**src/rtl/fifo_sync_simd.sv**
```systemverilog
// Single-clock FIFO of SIMD words with flags, sticky errors and flush.
// Define FIFO_OCCUPANCY_EN to add o_count and o_almost_full ports.
module fifo_sync_simd #(
    parameter int bw       = 4,
    parameter int simd     = 1,
    parameter int depth    = 16,
    parameter int addr_bw  = 4,
    parameter int af_level = 12
) (
    input  logic                 clk,
    input  logic                 reset,
    input  logic [simd*bw-1:0]   in,
    input  logic                 wr,
    input  logic                 rd,
    input  logic                 flush,
    input  logic                 err_clr,
    output logic [simd*bw-1:0]   out,
    output logic                 o_full,
    output logic                 o_empty,
    output logic                 o_overflow,
    output logic                 o_underflow
`ifdef FIFO_OCCUPANCY_EN
    ,
    output logic [addr_bw:0]     o_count,
    output logic                 o_almost_full
`endif
);

    localparam int W = simd * bw;
    localparam logic [addr_bw:0] PTR_ONE = 1;

    if (addr_bw != $clog2(depth)) begin : g_bad_addr_bw
        $error("fifo_sync_simd: addr_bw must equal log2(depth)");
    end
    if (depth < 2 || (depth & (depth - 1)) != 0) begin : g_bad_depth
        $error("fifo_sync_simd: depth must be a power of two >= 2");
    end

    logic [W-1:0]       r_mem [depth];
    logic [addr_bw:0]   r_wr_ptr;
    logic [addr_bw:0]   r_rd_ptr;
    logic               r_overflow;
    logic               r_underflow;

    logic [addr_bw-1:0] w_wr_addr;
    logic [addr_bw-1:0] w_rd_addr;
    logic               w_rd_acc;
    logic               w_wr_acc;
    logic               w_ovf_set;
    logic               w_udf_set;
    logic [W-1:0]       w_lvl [depth];

    assign w_wr_addr = r_wr_ptr[addr_bw-1:0];
    assign w_rd_addr = r_rd_ptr[addr_bw-1:0];

    assign o_empty = (r_wr_ptr == r_rd_ptr);
    assign o_full  = (w_wr_addr == w_rd_addr)
                   && (r_wr_ptr[addr_bw] != r_rd_ptr[addr_bw]);

    // A flush cycle swallows both requests, so nothing is accepted or flagged.
    assign w_rd_acc  = rd && !o_empty && !flush;
    assign w_wr_acc  = wr && (!o_full || w_rd_acc) && !flush;
    assign w_ovf_set = wr && !w_wr_acc && !flush;
    assign w_udf_set = rd && !w_rd_acc && !flush;

    always_ff @(posedge clk or posedge reset) begin
        if (reset) begin
            r_wr_ptr <= '0;
            r_rd_ptr <= '0;
        end else if (flush) begin
            r_wr_ptr <= '0;
            r_rd_ptr <= '0;
        end else begin
            if (w_wr_acc) r_wr_ptr <= r_wr_ptr + PTR_ONE;
            if (w_rd_acc) r_rd_ptr <= r_rd_ptr + PTR_ONE;
        end
    end

    always_ff @(posedge clk or posedge reset) begin
        if (reset) begin
            r_overflow  <= 1'b0;
            r_underflow <= 1'b0;
        end else if (err_clr) begin
            r_overflow  <= 1'b0;
            r_underflow <= 1'b0;
        end else begin
            if (w_ovf_set) r_overflow  <= 1'b1;
            if (w_udf_set) r_underflow <= 1'b1;
        end
    end

    always_ff @(posedge clk) begin
        if (w_wr_acc) r_mem[w_wr_addr] <= in;
    end

    // Binary 2:1 mux tree, LSB selects at the leaves, reduced in place.
    always_comb begin
        w_lvl = r_mem;
        for (int l = addr_bw - 1; l >= 0; l--) begin
            for (int k = 0; k < (1 << l); k++) begin
                w_lvl[k] = w_rd_addr[addr_bw-1-l] ? w_lvl[2*k+1]
                                                  : w_lvl[2*k];
            end
        end
    end

    assign out         = o_empty ? '0 : w_lvl[0];
    assign o_overflow  = r_overflow;
    assign o_underflow = r_underflow;

`ifdef FIFO_OCCUPANCY_EN
    localparam logic [addr_bw:0] AF_LEVEL = af_level[addr_bw:0];
    assign o_count       = r_wr_ptr - r_rd_ptr;
    assign o_almost_full = (o_count >= AF_LEVEL);
`endif

endmodule

```
**config.mk**
```make
export PLATFORM = sky130hd
export DESIGN_NAME = fifo_sync_simd
export DESIGN_NICKNAME = d
export VERILOG_FILES = /design/src/rtl/fifo_sync_simd.sv
export SDC_FILE = /design/constraint.sdc
export NUM_CORES = 1
export LEC_CHECK = 0
export ABC_AREA = 1
export CAP_MARGIN = 0
export CORE_ASPECT_RATIO = 0.9
export CORE_MARGIN = 3
export CORE_UTILIZATION = 35
export CTS_BUF_LIST = sky130_fd_sc_hd__clkbuf_4
export DETAILED_ROUTE_END_ITERATION = 10
export GPL_TIMING_DRIVEN = 1
export PLACE_DENSITY = 0.51
export SYNTH_ARGS = -nofsm -noshare
export SYNTH_HDL_FRONTEND = slang
export SYNTH_SLANG_ARGS = --single-unit
```
**constraint.sdc**
```tcl
create_clock -name clk -period 4.15 [get_ports clk]
set_input_delay 0.83 -clock clk [delete_from_list [all_inputs] [get_ports clk]]
set_output_delay 0.83 -clock clk [all_outputs]
set_load 0.005 [all_outputs]
```
==> metrics list, run 1 <==
* Result of the run: complete, no violations
- The worst setup path is captured at a primary output.
* Worst setup slack before clock tree synthesis: 1.151 ns
* Required time reported for the critical path endpoint: 3.32 ns
- Iteration-0 DRC Markers: 206
* Top post-synthesis cells by area: edfxtp_1, dfrtp_1, nor2_1, o21ai_0, nand2_1
- Global routing used 14.58% of the available tracks across all layers.
* Standard cell core area: about 9400 um2
- In this run the worst setup path begins at r_rd_ptr[1].
* Setup total negative slack: 0 ns
- TritonCTS sink count: 76
- Crit path max fanout: 20
* Min Clock Period, post-route: 3.444 ns
- Clk Tree Root Cell: clkbuf_4
* Final-report setup violation count: 0
* Later-pin clock latency in the skew report: 0.42 ns
* Initial Util: around 37%
- Die outline height: 100.5 um
- Clock transition at path regs: 0.11 ns
* Slew of the pin with the lowest slew margin: 0.6729 ns
- The first detailed-routing pass ran for 4 iterations.
- The floorplan step defined a die boundary enclosing 11150 um2.
* Total number of yosys warnings: 0
- Syn Nets: 338
- The startpoint identified for the worst register-to-register timing path is r_rd_ptr[1].
* Placement row count: 33
* Fraction of the yosys area taken by sequential cells: between 60% and 70%
- Crit path to: out[0]
- Fraction of synthesis flops using an asynchronous set or reset pin: between 10% and 20%
- Unique cell type count in the Yosys netlist: 31
* Count of vias placed by the detailed router: about 2400
- Once the clock tree was built, the setup fixing pass inserted 0 buffers.
- Buffers from clock root to sink, at most: 2
- Max Transition Viols Final: 0
- The number of cells on the worst reg-to-reg path is 7.
- Cell types with the highest counts after synthesis: nor2_1, edfxtp_1, nand2_1
* Kind of path behind the tightest hold check: reg2reg
- Number of antenna violations at the first check in global routing: 0
* Count of state elements after synthesis: 76
- The congestion estimate from routability-driven global placement came to 0.8112.
* Clock tree from TritonCTS: built
- In the routed design, unresolved DRC markers number 0.
- IR analysis of the VDD net gives a maximum drop of around 0.00021 V.
* Wire length per cell: roughly 16 um
- Data arrival, critical path: roughly 2.6 ns
- From left edge to right edge, the die measures 111.0 um.
- H-tree depth reported by CTS: 3
- The count of final hold-check violations is 0.
- Total leakage power: 1.334 nW
- The first global-routing pass estimated roughly 12000 um of wire.
* Crit Reg-Reg Endpoint: r_mem[35]
* Category of the critical setup timing path: reg2out
- Setup slack on the worst reg-to-reg path comes out at 1.93 ns.
- Netlist Area Pre-Place: between 3000 and 4000 um2
- Global routing finished with a remaining overflow of 0.
- Cell with the most instances after synthesis: nor2_1
- Fmax: 0.2904 GHz
- For this run, the number of standard cells in the final layout without fillers is 465.
* Unrepaired setup endpoints after global routing: no
- DP Cell Count: ~450
- Dividing total power by cell area gives a power density of about 430 nW/um2.
- From synthesis to final layout, the design area changed by 10.35%.
- Most used flip-flop cell after synthesis: edfxtp_1
- Share of the clock period used by the worst path after layout: 82.99%
- The number of global-route vias before repair was roughly 2300.
- Share of layout cells above drive strength 1: 8.187%
* Critical path launch point type: flip-flop
- 18 I/O pins were placed.
- Synthesized instance count: 323
* Number of I/O port buffers: 17
- Max-Cap Viols: 0
- The clock arrives with 0.01701 ns of skew.
- Final WL: 7507 um
- The synthesized design spends more area on one cell type than any other, namely edfxtp_1.
- Nets: between 300 and 400
* Setup WS post-layout: 0.7059 ns
- A synthesized cell averages around 11 um2.
* Number of clock buffers inserted by TritonCTS: 9
- Area share of the largest cell type after synthesis: between 50% and 60%
* Largest net degree at the start of global routing: 38
- Buffers inserted to repair hold after CTS numbered 0.
- Slew Limit Headroom: 55.00%
* Remaining antenna violation count after routing: 0
* Number of flops mapped to enable cells by yosys: 64
- Total of cells resized after clock tree synthesis: 0
- Using the TritonRoute via totals, the vias-per-cell ratio works out to 5.090.
- Detailed placement finished with a half-perimeter wire length of 5130 um.
==> critical path, cell delays in order, from the launching register on <==
cell             delay [ns]
dfrtp_1                0.79
inv_4                  0.21
nor2_1                 0.15
o21ai_0                0.10
o211ai_1               0.12
nand3_1                0.12
a21oi_1                0.19
clkdlybuf4s50_1        0.52
==> cells by family after synthesis <==
family	share of synthesized area, %
compound gates	10.45
xor+xnor	1.262
fa+ha+maj	1.802
buf+inv	4.939
flops	64.02
simple gates	17.52
==> registers in the layout, indices dropped and copies added, names as in the netlist <==
register / count
r_mem: 64
r_rd_ptr: 5
r_wr_ptr: 5
o_overflow: 1
o_underflow: 1
==> routing by layer <==
metal / global-route usage [%] / share of wire, %
met2: 22.71 / 46
met1: 19.90 / 48
met3: 4.202 / 4.3
met5: 0 / 0
met4: 4.545 / 1.5
==> worst min-delay path by stage <==
stage	depth (start not counted)	startpoint	to
2_1_floorplan	2	o_overflow	o_overflow
3_3_place_gp	2	o_underflow	o_underflow
3_5_place_dp	2	o_underflow	o_underflow
4_1_cts	2	o_underflow	o_underflow
5_1_grt	2	o_underflow	o_underflow
6_report	2	o_underflow	o_underflow
==> where the power goes <==
part / total, mW / switching [mW] / internal [mW]
Combinational: 0.370 / 0.226 / 0.145
Sequential: 0.868 / 0.0274 / 0.840
Clock: 0.392 / 0.263 / 0.129
Total: 1.63 / 0.516 / 1.11
==> stage by stage <==
stage	util [%]	total power, mW	hold slack (ns)	area [um2]
floorplan	-	1.132	0.5097	3471
global route	40.84	1.735	0.5621	3827
detailed placement	39.59	1.257	0.5216	3711
global placement	39.59	1.255	0.5027	3711
finish	40.86	1.630	0.5343	3830
CTS	40.84	1.643	0.5390	3827
==> cells in the final DEF (no fill, tap or decap), types with 2 or more instances in the layout <==
cell / instances
nor2_1: 70
edfxtp_1: 64
nand2_1: 39
o21ai_0: 35
nand3_1: 20
clkdlybuf4s50_1: 17
o211ai_1: 16
inv_1: 13
dfrtp_1: 12
clkbuf_4: 10
a21oi_1: 6
nand4_1: 6
ha_1: 5
inv_2: 4
xor2_1: 4
clkinv_1: 2
nor3_1: 2
clkinv_4: 2
clkinvlp_4: 2
buf_4: 2
==> final cells by class <==
class	instances	area (um2)
inverters	19	73.82
multi-input cells	212	1077
diodes	1	2.502
repair buffers	19	185.2
flip-flops and latches	76	2222
fillers	875	5543
clock buffers	10	75.07
clock inverters	6	41.29
well taps	122	152.6
(Power assumes the default switching activity.)
==> run 2: changes to the inputs <==
- clock period: 4.15 -> 3.6 ns (I/O delays scaled with it)
==> run 2 against run 1 <==
Critical endpoint is now out[3]. Routed wire length shrank 0.35%. Utilization grew 0.32 points. Largest cell class unchanged. Global-route usage shrank 0.35 points. Non-clock buffer count is the same. Sequential cell count is the same. Largest power group unchanged. First-iteration DRC count shrank 53%. Sequential share of layout area shrank 0.42 points. Final cell count shrank 0.43%. Cell area grew 0.78%. Worst hold slack lost 0.0098 ns.
==> metrics list, run 2 (synthesized netlist as in run 1, its figures left out) <==
- Result of the run: complete, no violations (unchanged).
* Fin. Hold Viols: 0 (unchanged)
- Wire length per cell: 16.16 um (was 16.14 um)
* Fmax: 0.3108 GHz
- Slew Limit Headroom: 52.05% (was 55.00%)
- Global-route wire length before repair: 12300 um (was 12500 um)
- The height of the die was 100.5 um (unchanged).
* Clk Tree Root Cell: clkbuf_4 (unchanged)
- The layout net count came to 352 (unchanged).
- The fraction of layout cells with a size suffix above 1 was 7.918% (was 8.187%).
- Highest routed metal layer: met4 (unchanged)
- The cell leakage power came to 1.350 nW (was 1.334 nW).
- Remaining antenna violation count after routing: 0 (unchanged)
- Peak supply drop: 0.0001932 V (was 0.0002113 V)
- Area growth, synth to finish: 11.21% (was 10.35%)
* Min Clock Period, post-route: ~3.2 ns
- Count of vias placed by the detailed router: 2297 (was 2367)
- The core utilization of the finished layout came to 41.18% (was 40.86%).
- The length of routed met2 wiring was 3555 um (was 3490 um).
* Category of the critical setup timing path: reg2out (unchanged)
- Kind of path behind the tightest hold check: reg2reg (unchanged)
* Clock tree from TritonCTS: built (unchanged)
* Number of clock buffers inserted by TritonCTS: 9 (unchanged)
* Later-pin clock latency in the skew report: 0.41 ns (was 0.42 ns)
- The data required time of the worst path is 2.88 ns (was 3.32 ns).
- The number of buffers inserted by post-CTS setup repair was 0 (unchanged).
* Clock transition at path regs: 0.11 ns (about the same)
- The number of antenna violations at the first check in global routing came to 0 (unchanged).
- Final hold slack: 0.5245 ns (was 0.5343 ns)
- The sum of net half-perimeters after detailed placement is 5123 um (was 5130 um).
- The number of vias per cell was 4.961 (was 5.090).
- Highest-count cells in the layout ignoring fill and taps: nor2_1, edfxtp_1, nand2_1 (unchanged).
* Iteration-0 DRC Markers: 97 (was 206)
- Buffers from clock root to sink, at most: 2 (unchanged)
- The number of rows created at floorplan was 33 (unchanged).
* Largest net degree at the start of global routing: 38 (unchanged)
- Number of antenna diodes: 0 (was 1)
- The flip-flop count of the largest register, all copies and words added is 64 (unchanged).
- Setup total negative slack: 0 ns (unchanged)
- Unrepaired setup endpoints after global routing: no (unchanged)
* Vias in the first global route: 2312 (was 2302)
* Worst setup slack before clock tree synthesis: 0.6888 ns (was 1.151 ns)
- Leading registers by flop count: r_mem x64, r_rd_ptr x5, r_wr_ptr x5 (unchanged)
- The most frequent standard cell in the layout excluding fill and tap cells was nor2_1 (unchanged).
* Die Footprint: 11150 um2 (unchanged)
- I/O pin cnt: 18 (unchanged)
* Met1 wire length: 3622 um (was 3582 um)
- The total routing usage reported by global routing is 14.23% (was 14.58%).
* Endpoint class of the critical path: primary output (unchanged)
- Die outline width: 111.0 um (unchanged)
- The CTS H-tree depth is 3 (unchanged).
- The cell area power density was 515.0 nW/um2 (was 425.5 nW/um2).
- Critical path launch point type: flip-flop (unchanged)
- TritonCTS sink count: 76 (unchanged)
- The count of port buffers added during placement is 17 (unchanged).
- The arrival time of the worst setup path was 2.50 ns (was 2.61 ns).
* Final WL: 7481 um (was 7507 um)
- Setup WS post-layout: 0.3824 ns (was 0.7059 ns)
* Share of the clock period used by the worst path after layout: about nine tenths
- Total DRC errors in the routed layout: 0 (unchanged)
* Crit path max fanout: 33 (was 20)
- Initial DRT Pass Iterations: 4 (unchanged)
* Weighted congestion at the end of routability-driven global placement: 0.7615 (was 0.8112)
* Global route overflow: 0 (unchanged)
- Slew of the pin with the lowest slew margin: 0.7170 ns (was 0.6729 ns)
- The total core area is 9373 um2 (unchanged).
* Final-report setup violation count: 0 (unchanged)
* Register-to-register setup slack: 1.39 ns (was 1.93 ns)
* Total length of routed met3 wires: 218 um (was 320 um)
* Max-Cap Viols: 0 (unchanged)
- The max-slew violation total from the final report is 0 (unchanged).
- The starting density of the core came to 37.03% (unchanged).
- Skew final: 0.01176 ns (was 0.01701 ns)
- Top register by number of flip-flops: r_mem (unchanged)
==> run 2: cell count changes in the layout (fill, tap and decap cells not counted), sizes merged <==
cell / change
clkbuf: -1
diode: -1
bufinv: +2
clkinv: -1
clkinvlp: -1
==> run 2: path summary, 6_finish.rpt <==
check                      cells past startpoint   startpoint          end
min in group asynchronous                      2        reset  r_wr_ptr[3]
min reg2reg                                    2  o_underflow  o_underflow
max                                            8  r_rd_ptr[0]       out[3]
min                                            2  o_underflow  o_underflow
max reg2reg                                    7  r_rd_ptr[2]    r_mem[35]
max in group asynchronous                      2        reset  r_rd_ptr[1]
==> run 2: critical path: stages, from the launching register on <==
cell             delay [ns]
dfrtp_1                0.40
inv_2                  0.40
nor2_1                 0.08
nor2_1                 0.09
o21ai_0                0.10
o211ai_1               0.14
nand3_1                0.13
a21oi_1                0.20
clkdlybuf4s50_1        0.53
==> run 2: timing repair <==
action / 4_1_cts / 5_1_grt
hold endpoints to repair: 0 / 0
endpoints found under the setup margin: 0 / 1
hold buffers: 0 / 0
gates resized for setup: 0 / 1
==> run 2: power by group <==
| part | total (mW) | internal, mW | switching (mW) |
|---|---|---|---|
| sequential | 1.00 | 0.970 | 0.0303 |
| clock | 0.555 | 0.272 | 0.283 |
| combinational | 0.433 | 0.167 | 0.266 |
| total | 1.99 | 1.41 | 0.579 |
==> run 2: cell type report <==
cell class,instances,area (um2)
multi-input cells,212,1077
clock buffers,9,67.56
flip-flops and latches,76,2223
clock inverters,6,80.08
inverters,19,73.82
repair buffers,19,185.2
well taps,122,152.6
fillers,910,5513
==> run 2: per-stage QoR <==
stage,instances,cell area [um2],power (mW)
finish,463,3860,1.988
floorplan,323,3471,1.305
CTS,463,3859,2.010
detailed placement,448,3711,1.460
global route,463,3860,2.101
global placement,448,3711,1.456
==> run 2: layer usage <==
layer | up-vias | GRT usage, %
met1 | 1106 | 18.92
met3 | 9 | 3.241
li1 | 1149 | -
met5 | - | 0
met2 | 33 | 23.79
met4 | 0 | 3.693
